[src/rtl/rtc_bus_pkg.sv]
// rtc_bus_pkg: shared state encoding, pin levels and default timings for the RTC bus FSMs
package rtc_bus_pkg;
  typedef enum logic [3:0] {
    S_IDLE, S_AS, S_ACS, S_AWR, S_AHOLD, S_GAP, S_DCS, S_DRD, S_DREL, S_DONE
  } state_e;
  typedef struct packed {
    logic ad;
    logic cs_n;
    logic wr_n;
    logic rd_n;
    logic oe;
  } pins_t;
  localparam pins_t PINS_IDLE = '{ad: 1'b1, cs_n: 1'b1, wr_n: 1'b1, rd_n: 1'b1, oe: 1'b0};
  localparam int T_AS_DEF   = 10;
  localparam int T_CS_DEF   = 10;
  localparam int T_WR_DEF   = 50;
  localparam int T_HOLD_DEF = 10;
  localparam int T_GAP_DEF  = 10;
  localparam int T_RD_DEF   = 30;
  localparam int CNT_W_DEF  = 9;
  // Pin levels {ad, cs_n, wr_n, rd_n, oe} held while in each state
  function automatic pins_t pins_of(state_e s);
    case (s)
      S_AS:    return pins_t'(5'b01110);
      S_ACS:   return pins_t'(5'b00111);
      S_AWR:   return pins_t'(5'b00011);
      S_AHOLD: return pins_t'(5'b01111);
      S_DCS:   return pins_t'(5'b10110);
      S_DRD:   return pins_t'(5'b10100);
      S_DREL:  return pins_t'(5'b10110);
      default: return PINS_IDLE;
    endcase
  endfunction
endpackage

[src/rtl/phase_timer.sv]
// phase_timer: per-state cycle counter, restarts on state entry and flags the last cycle
//   clk, reset      clock, async active-high reset
//   state_i         current FSM state, selects the phase length
//   load_i          1 on the edge that enters a new state
//   tc_o            1 during the last cycle of the current phase
module phase_timer
  import rtc_bus_pkg::*;
#(
  parameter int CNT_W  = CNT_W_DEF,
  parameter int T_AS   = T_AS_DEF,
  parameter int T_CS   = T_CS_DEF,
  parameter int T_WR   = T_WR_DEF,
  parameter int T_HOLD = T_HOLD_DEF,
  parameter int T_GAP  = T_GAP_DEF,
  parameter int T_RD   = T_RD_DEF
) (
  input  logic   clk,
  input  logic   reset,
  input  state_e state_i,
  input  logic   load_i,
  output logic   tc_o
);
  logic [CNT_W-1:0] cnt_q, cnt_d, term;
  always_comb begin
    case (state_i)
      S_AS:           term = CNT_W'(T_AS - 1);
      S_ACS, S_DCS:   term = CNT_W'(T_CS - 1);
      S_AWR:          term = CNT_W'(T_WR - 1);
      S_AHOLD, S_DREL: term = CNT_W'(T_HOLD - 1);
      S_GAP:          term = CNT_W'(T_GAP - 1);
      S_DRD:          term = CNT_W'(T_RD - 1);
      default:        term = '0;
    endcase
    cnt_d = load_i ? '0 : cnt_q + CNT_W'(1);
  end
  assign tc_o = cnt_q == term;
  always_ff @(posedge clk or posedge reset)
    if (reset) cnt_q <= '0;
    else cnt_q <= cnt_d;
endmodule

[src/rtl/rtc_read_cycle.sv]
// rtc_read_cycle: bus master for one address-then-read transaction on the multiplexed RTC bus
//   start_i/addr_i   request and register address (accepted only when idle)
//   bus_in_i         pad data, sampled on the last RD-low cycle
//   bus_out_o/oe_o   latched address and its pad drive enable
//   ad/cs_n/wr_n/rd_n bus control pins
//   data_out_o       last read data, data_valid_o pulses for one cycle after each read
//   busy_o           high whenever a transaction is in progress
module rtc_read_cycle
  import rtc_bus_pkg::*;
#(
  parameter int T_AS   = T_AS_DEF,
  parameter int T_CS   = T_CS_DEF,
  parameter int T_WR   = T_WR_DEF,
  parameter int T_HOLD = T_HOLD_DEF,
  parameter int T_GAP  = T_GAP_DEF,
  parameter int T_RD   = T_RD_DEF,
  parameter int CNT_W  = CNT_W_DEF
) (
  input  logic       clk,
  input  logic       reset,
  input  logic       start_i,
  input  logic [7:0] addr_i,
  input  logic [7:0] bus_in_i,
  output logic [7:0] bus_out_o,
  output logic       bus_oe_o,
  output logic       ad_o,
  output logic       cs_n_o,
  output logic       wr_n_o,
  output logic       rd_n_o,
  output logic [7:0] data_out_o,
  output logic       data_valid_o,
  output logic       busy_o
);
  state_e     state_q, state_d;
  pins_t      pins_q;
  logic [7:0] addr_q, data_q;
  logic       busy_q, dv_q, tc;
  phase_timer #(
    .CNT_W(CNT_W), .T_AS(T_AS), .T_CS(T_CS), .T_WR(T_WR),
    .T_HOLD(T_HOLD), .T_GAP(T_GAP), .T_RD(T_RD)
  ) u_timer (
    .clk(clk),
    .reset(reset),
    .state_i(state_q),
    .load_i(state_d != state_q),
    .tc_o(tc)
  );
  // Timed states are enumerated in bus order, so a finished phase just steps to the next code
  always_comb begin
    state_d = state_q;
    if (state_q == S_IDLE) state_d = start_i ? S_AS : S_IDLE;
    else if (state_q == S_DONE) state_d = S_IDLE;
    else if (tc) state_d = state_e'(state_q + 4'd1);
  end
  // Outputs are decoded from the next state so they switch on the same edge as the state
  always_ff @(posedge clk or posedge reset)
    if (reset) begin
      state_q <= S_IDLE;
      pins_q  <= PINS_IDLE;
      busy_q  <= 1'b0;
      dv_q    <= 1'b0;
      addr_q  <= '0;
      data_q  <= '0;
    end else begin
      state_q <= state_d;
      pins_q  <= pins_of(state_d);
      busy_q  <= state_d != S_IDLE;
      dv_q    <= state_d == S_DONE;
      addr_q  <= (state_q == S_IDLE && start_i) ? addr_i : addr_q;
      data_q  <= (state_q == S_DRD && tc) ? bus_in_i : data_q;
    end
  assign bus_out_o    = addr_q;
  assign bus_oe_o     = pins_q.oe;
  assign ad_o         = pins_q.ad;
  assign cs_n_o       = pins_q.cs_n;
  assign wr_n_o       = pins_q.wr_n;
  assign rd_n_o       = pins_q.rd_n;
  assign data_out_o   = data_q;
  assign data_valid_o = dv_q;
  assign busy_o       = busy_q;
endmodule

[config.mk]
export PLATFORM = sky130hd
export DESIGN_NAME = rtc_read_cycle
export DESIGN_NICKNAME = d
export VERILOG_FILES = /design/src/rtl/rtc_bus_pkg.sv /design/src/rtl/phase_timer.sv /design/src/rtl/rtc_read_cycle.sv
export SDC_FILE = /design/constraint.sdc
export NUM_CORES = 1
export LEC_CHECK = 0
export BUFFER_PORTS_ARGS = -buffer_cell sky130_fd_sc_hd__clkbuf_2
export CAP_MARGIN = 20
export CELL_PAD_IN_SITES_DETAIL_PLACEMENT = 0
export CELL_PAD_IN_SITES_GLOBAL_PLACEMENT = 2
export CORE_MARGIN = 3
export CORE_UTILIZATION = 30
export CTS_CLUSTER_SIZE = 10
export DETAILED_ROUTE_END_ITERATION = 8
export PLACE_DENSITY = 0.81
export SYNTH_ARGS = -nofsm -noshare
export SYNTH_HDL_FRONTEND = slang
export SYNTH_SLANG_ARGS = --single-unit
[constraint.sdc]
create_clock -name clk -period 3.8 [get_ports clk]
set_input_delay 0.76 -clock clk [delete_from_list [all_inputs] [get_ports clk]]
set_output_delay 0.76 -clock clk [all_outputs]
set_load 0.01 [all_outputs]
==> flow_metrics.tcl <==
set metrics [dict create \
    syn_inst 170 \
    die-area_um2 7020 \
    startpoint_type "flop" \
    end_kind "flop" \
    switching_share 0.399 \
    drv_cap 0 \
    worst-setup-path-type "reg -> reg" \
    layout.cells.non_filler 288 \
    vias 1290 \
    dr.pass1.iters 4 \
    worst-path-buf-inv 0 \
    skew_ns 0.00168 \
    synth_most_common_cell "nand2_1" \
    fp.dieW_um 83.8 \
    wl_met3_um 122 \
    hold_violations 0 \
    synth.largest_area_cell "dfrtp_1" \
    io_pins 42 \
    area_delta_synth_final_pct 20.2 \
    multi_input_area_um2 835 \
    wl_met2_um 1890 \
    antenna_cells 0 \
    crit_start "state_q[0]" \
    outcome "finished, final reports clean" \
    synth_common_cells "36 x nand2_1, 32 x dfrtp_1, 18 x nor2_1" \
    relSlewSlack 0.464 \
    synth_cell_types 42 \
    ctsLongestPathBuffers 2 \
    tightest_slew_ns 0.804 \
    gp_congestion 0.771 \
    cpMaxStageDelayCell "dfrtp_1" \
    start_util 0.320 \
    m1WireLength_um 1730 \
    fillers 595 \
    maxSlewViolCount 0 \
    async_reset_ff_frac 1.00 \
    grt_overflow 0 \
    cts_setup_buffers 0 \
    top_layer_used "met4" \
    finalSetupViolCount 0 \
    numClockSinks 36 \
    cts_tree "yes" \
    final-seq-area_um2 906 \
    timing.hold.ws_ns 0.478 \
    max_stage_delay_ns 0.49 \
    post_cts_resized 0 \
    layout-drive-gt1-share 0.370 \
    ys_warn_count 0 \
    clk_pin_slew_ns 0.07 \
    reg2reg_from "state_q[0]" \
    synth_top_cells_by_area "dfrtp_1 44%, nand2_1 7.4%, mux2_2 6.2%, dfstp_2 5.8%, ha_1 4.1%" \
    drc 0 \
    port_buffers 41 \
    required_ns 3.98 \
    synth_top_area_frac 0.441 \
    ys_ff_latch 36 \
    grt_max_degree 37 \
    pwr-share-clk 0.205 \
    dr.first_iter.drc_count 38 \
    hp-class "reg -> reg" \
    antenna_found_initial 0 \
    post-route-util 0.384 \
    tns_ns 0 \
    rsz0062_at_grt "false" \
    seqPwrFrac 0.356 \
    switchingPower_w 0.000637 \
    synth_edf_count 0 \
    synth-main-ff-cell "dfrtp_1" \
    path_common_cell "ha_1" \
    dp_cells 280 \
    critPathMaxFanout 10 \
    htree_levels 2 \
    vdd_drop_max_mv 0.344 \
    min_from "bus_out_o[7]" \
    grtUsageTotal 0.113 \
    ys_seq_area_frac 0.499 \
    routedWlPerCell_um 13.1 \
    reg2reg_slack_ns 0.97 \
    cts_hold_buf 0 \
    comb_power_share 0.439 \
    synth_fp_nets 195 \
    rows 27 \
    wl_um 3770 \
    power_density_nw_per_um2 733 \
    grt_pass1_wl_um 6350 \
    layout_min_cycle_time_ns 2.83 \
    final_nets 240 \
    core_um2 5680 \
    viasPerCell 4.48 \
    ant_nets 0 \
    fin_crit_sh 0.746 \
    first_global_vias 1309 \
    critPathTopFamily "simple AND/OR/NAND/NOR gates" \
    cts_made_buffers 5 \
    die_h_um 83.8 \
    cts-root-buf "clkbuf_8" \
    max_freq_mhz 353 \
    arrival_ns 3.01 \
    finalPower_w 0.00160 \
    p_int_w 0.000961 \
    hpwl_um 2820 \
    leakage_nw 1.11 \
    clkLatencyLatePin_ns 0.28 \
    syn_area_per_cell_um2 10.7 \
    syn_area_um2 1810 \
    crit_chain "ha_1 > ha_1 > and2b_2 > xnor2_1 > nand3_1 > nor4_2 > mux2i_1 > and4b_1 > a21o_1" \
]
through the flow:
| step | area [um2] | worst slack [ns] |
|---|---|---|
| floorplan | 1810 | 1.34 |
| global placement | 2070 | 0.992 |
| detailed placement | 2070 | 0.983 |
| CTS | 2180 | 0.948 |
| global route | 2180 | 0.750 |
| finish | 2180 | 0.966 |
state kept, by name, indices dropped and copies added (netlist names):
register,count
busy_o,1
cs_n_o,1
ad_o,1
state_q,4
data_out_o,8
rd_n_o,1
u_timer.cnt_q,9
data_valid_o,1
bus_out_o,8
wr_n_o,1
bus_oe_o,1
cells by family (layout without fill, tap and decap cells):
| group | count (synthesis) | in the layout | synth area share |
|---|---|---|---|
| flops | 36 | 36 | 0.499 |
| mux | 11 | 11 | 0.0676 |
| fa+ha+maj | 6 | 6 | 0.0414 |
| simple gates | 81 | 81 | 0.230 |
| compound gates | 12 | 12 | 0.0552 |
| buf+inv | 12 | 58 | 0.0407 |
| xor+xnor | 12 | 12 | 0.0662 |
tightest hold or removal path, stage by stage, from the launching register on:
cell     delay, ns
dfrtp_1       0.34
nand2_1       0.05
nand2_1       0.06
path summary, 6_finish.rpt:
path                            endpoint  cells after the start
max in group asynchronous         cs_n_o                      3
min in group asynchronous  data_out_o[7]                      3
min reg2reg                 bus_out_o[7]                      2
max                             bus_oe_o                      9
min                         bus_out_o[7]                      2
max reg2reg                     bus_oe_o                      9
layout make-up:
class                   count  share of cell area
repair buffers             42              0.0975
clock inverters             2              0.0161
inverters                   8              0.0138
flip-flops and latches     36               0.415
well taps                  72              0.0413
multi-input cells         122               0.383
clock buffers               6              0.0333
cells in the final DEF (no fill, tap or decap), drive strengths merged, types with 2 or more instances in the layout:
| cell | count |
|---|---|
| a21oi | 3 |
| and2b | 2 |
| and4b | 2 |
| clkbuf | 47 |
| dfrtp | 32 |
| dfstp | 4 |
| ha | 6 |
| inv | 8 |
| mux2 | 10 |
| nand2 | 37 |
| nand2b | 2 |
| nand3 | 8 |
| nand3b | 2 |
| nor2 | 18 |
| nor3 | 3 |
| nor4 | 2 |
| xnor2 | 6 |
| xor2 | 6 |
power groups by stage:
stage | Combinational [W] | Sequential (W) | Clock, W
floorplan | 0.000503 | 0.000588 | 0
finish | 0.000702 | 0.000569 | 0.000328
global route | 0.000796 | 0.000589 | 0.000360
detailed placement | 0.000710 | 0.000577 | 0
CTS | 0.000714 | 0.000571 | 0.000341
global placement | 0.000711 | 0.000578 | 0
routing by layer:
| layer | track usage | vias up |
|---|---|---|
| met1 | 0.138 | 621 |
| met4 | 0.0395 | 0 |
| met5 | 0 | - |
| li1 | - | 647 |
| met2 | 0.190 | 19 |
| met3 | 0.0316 | 3 |
Note: power is estimated with default switching activity, not from simulation.
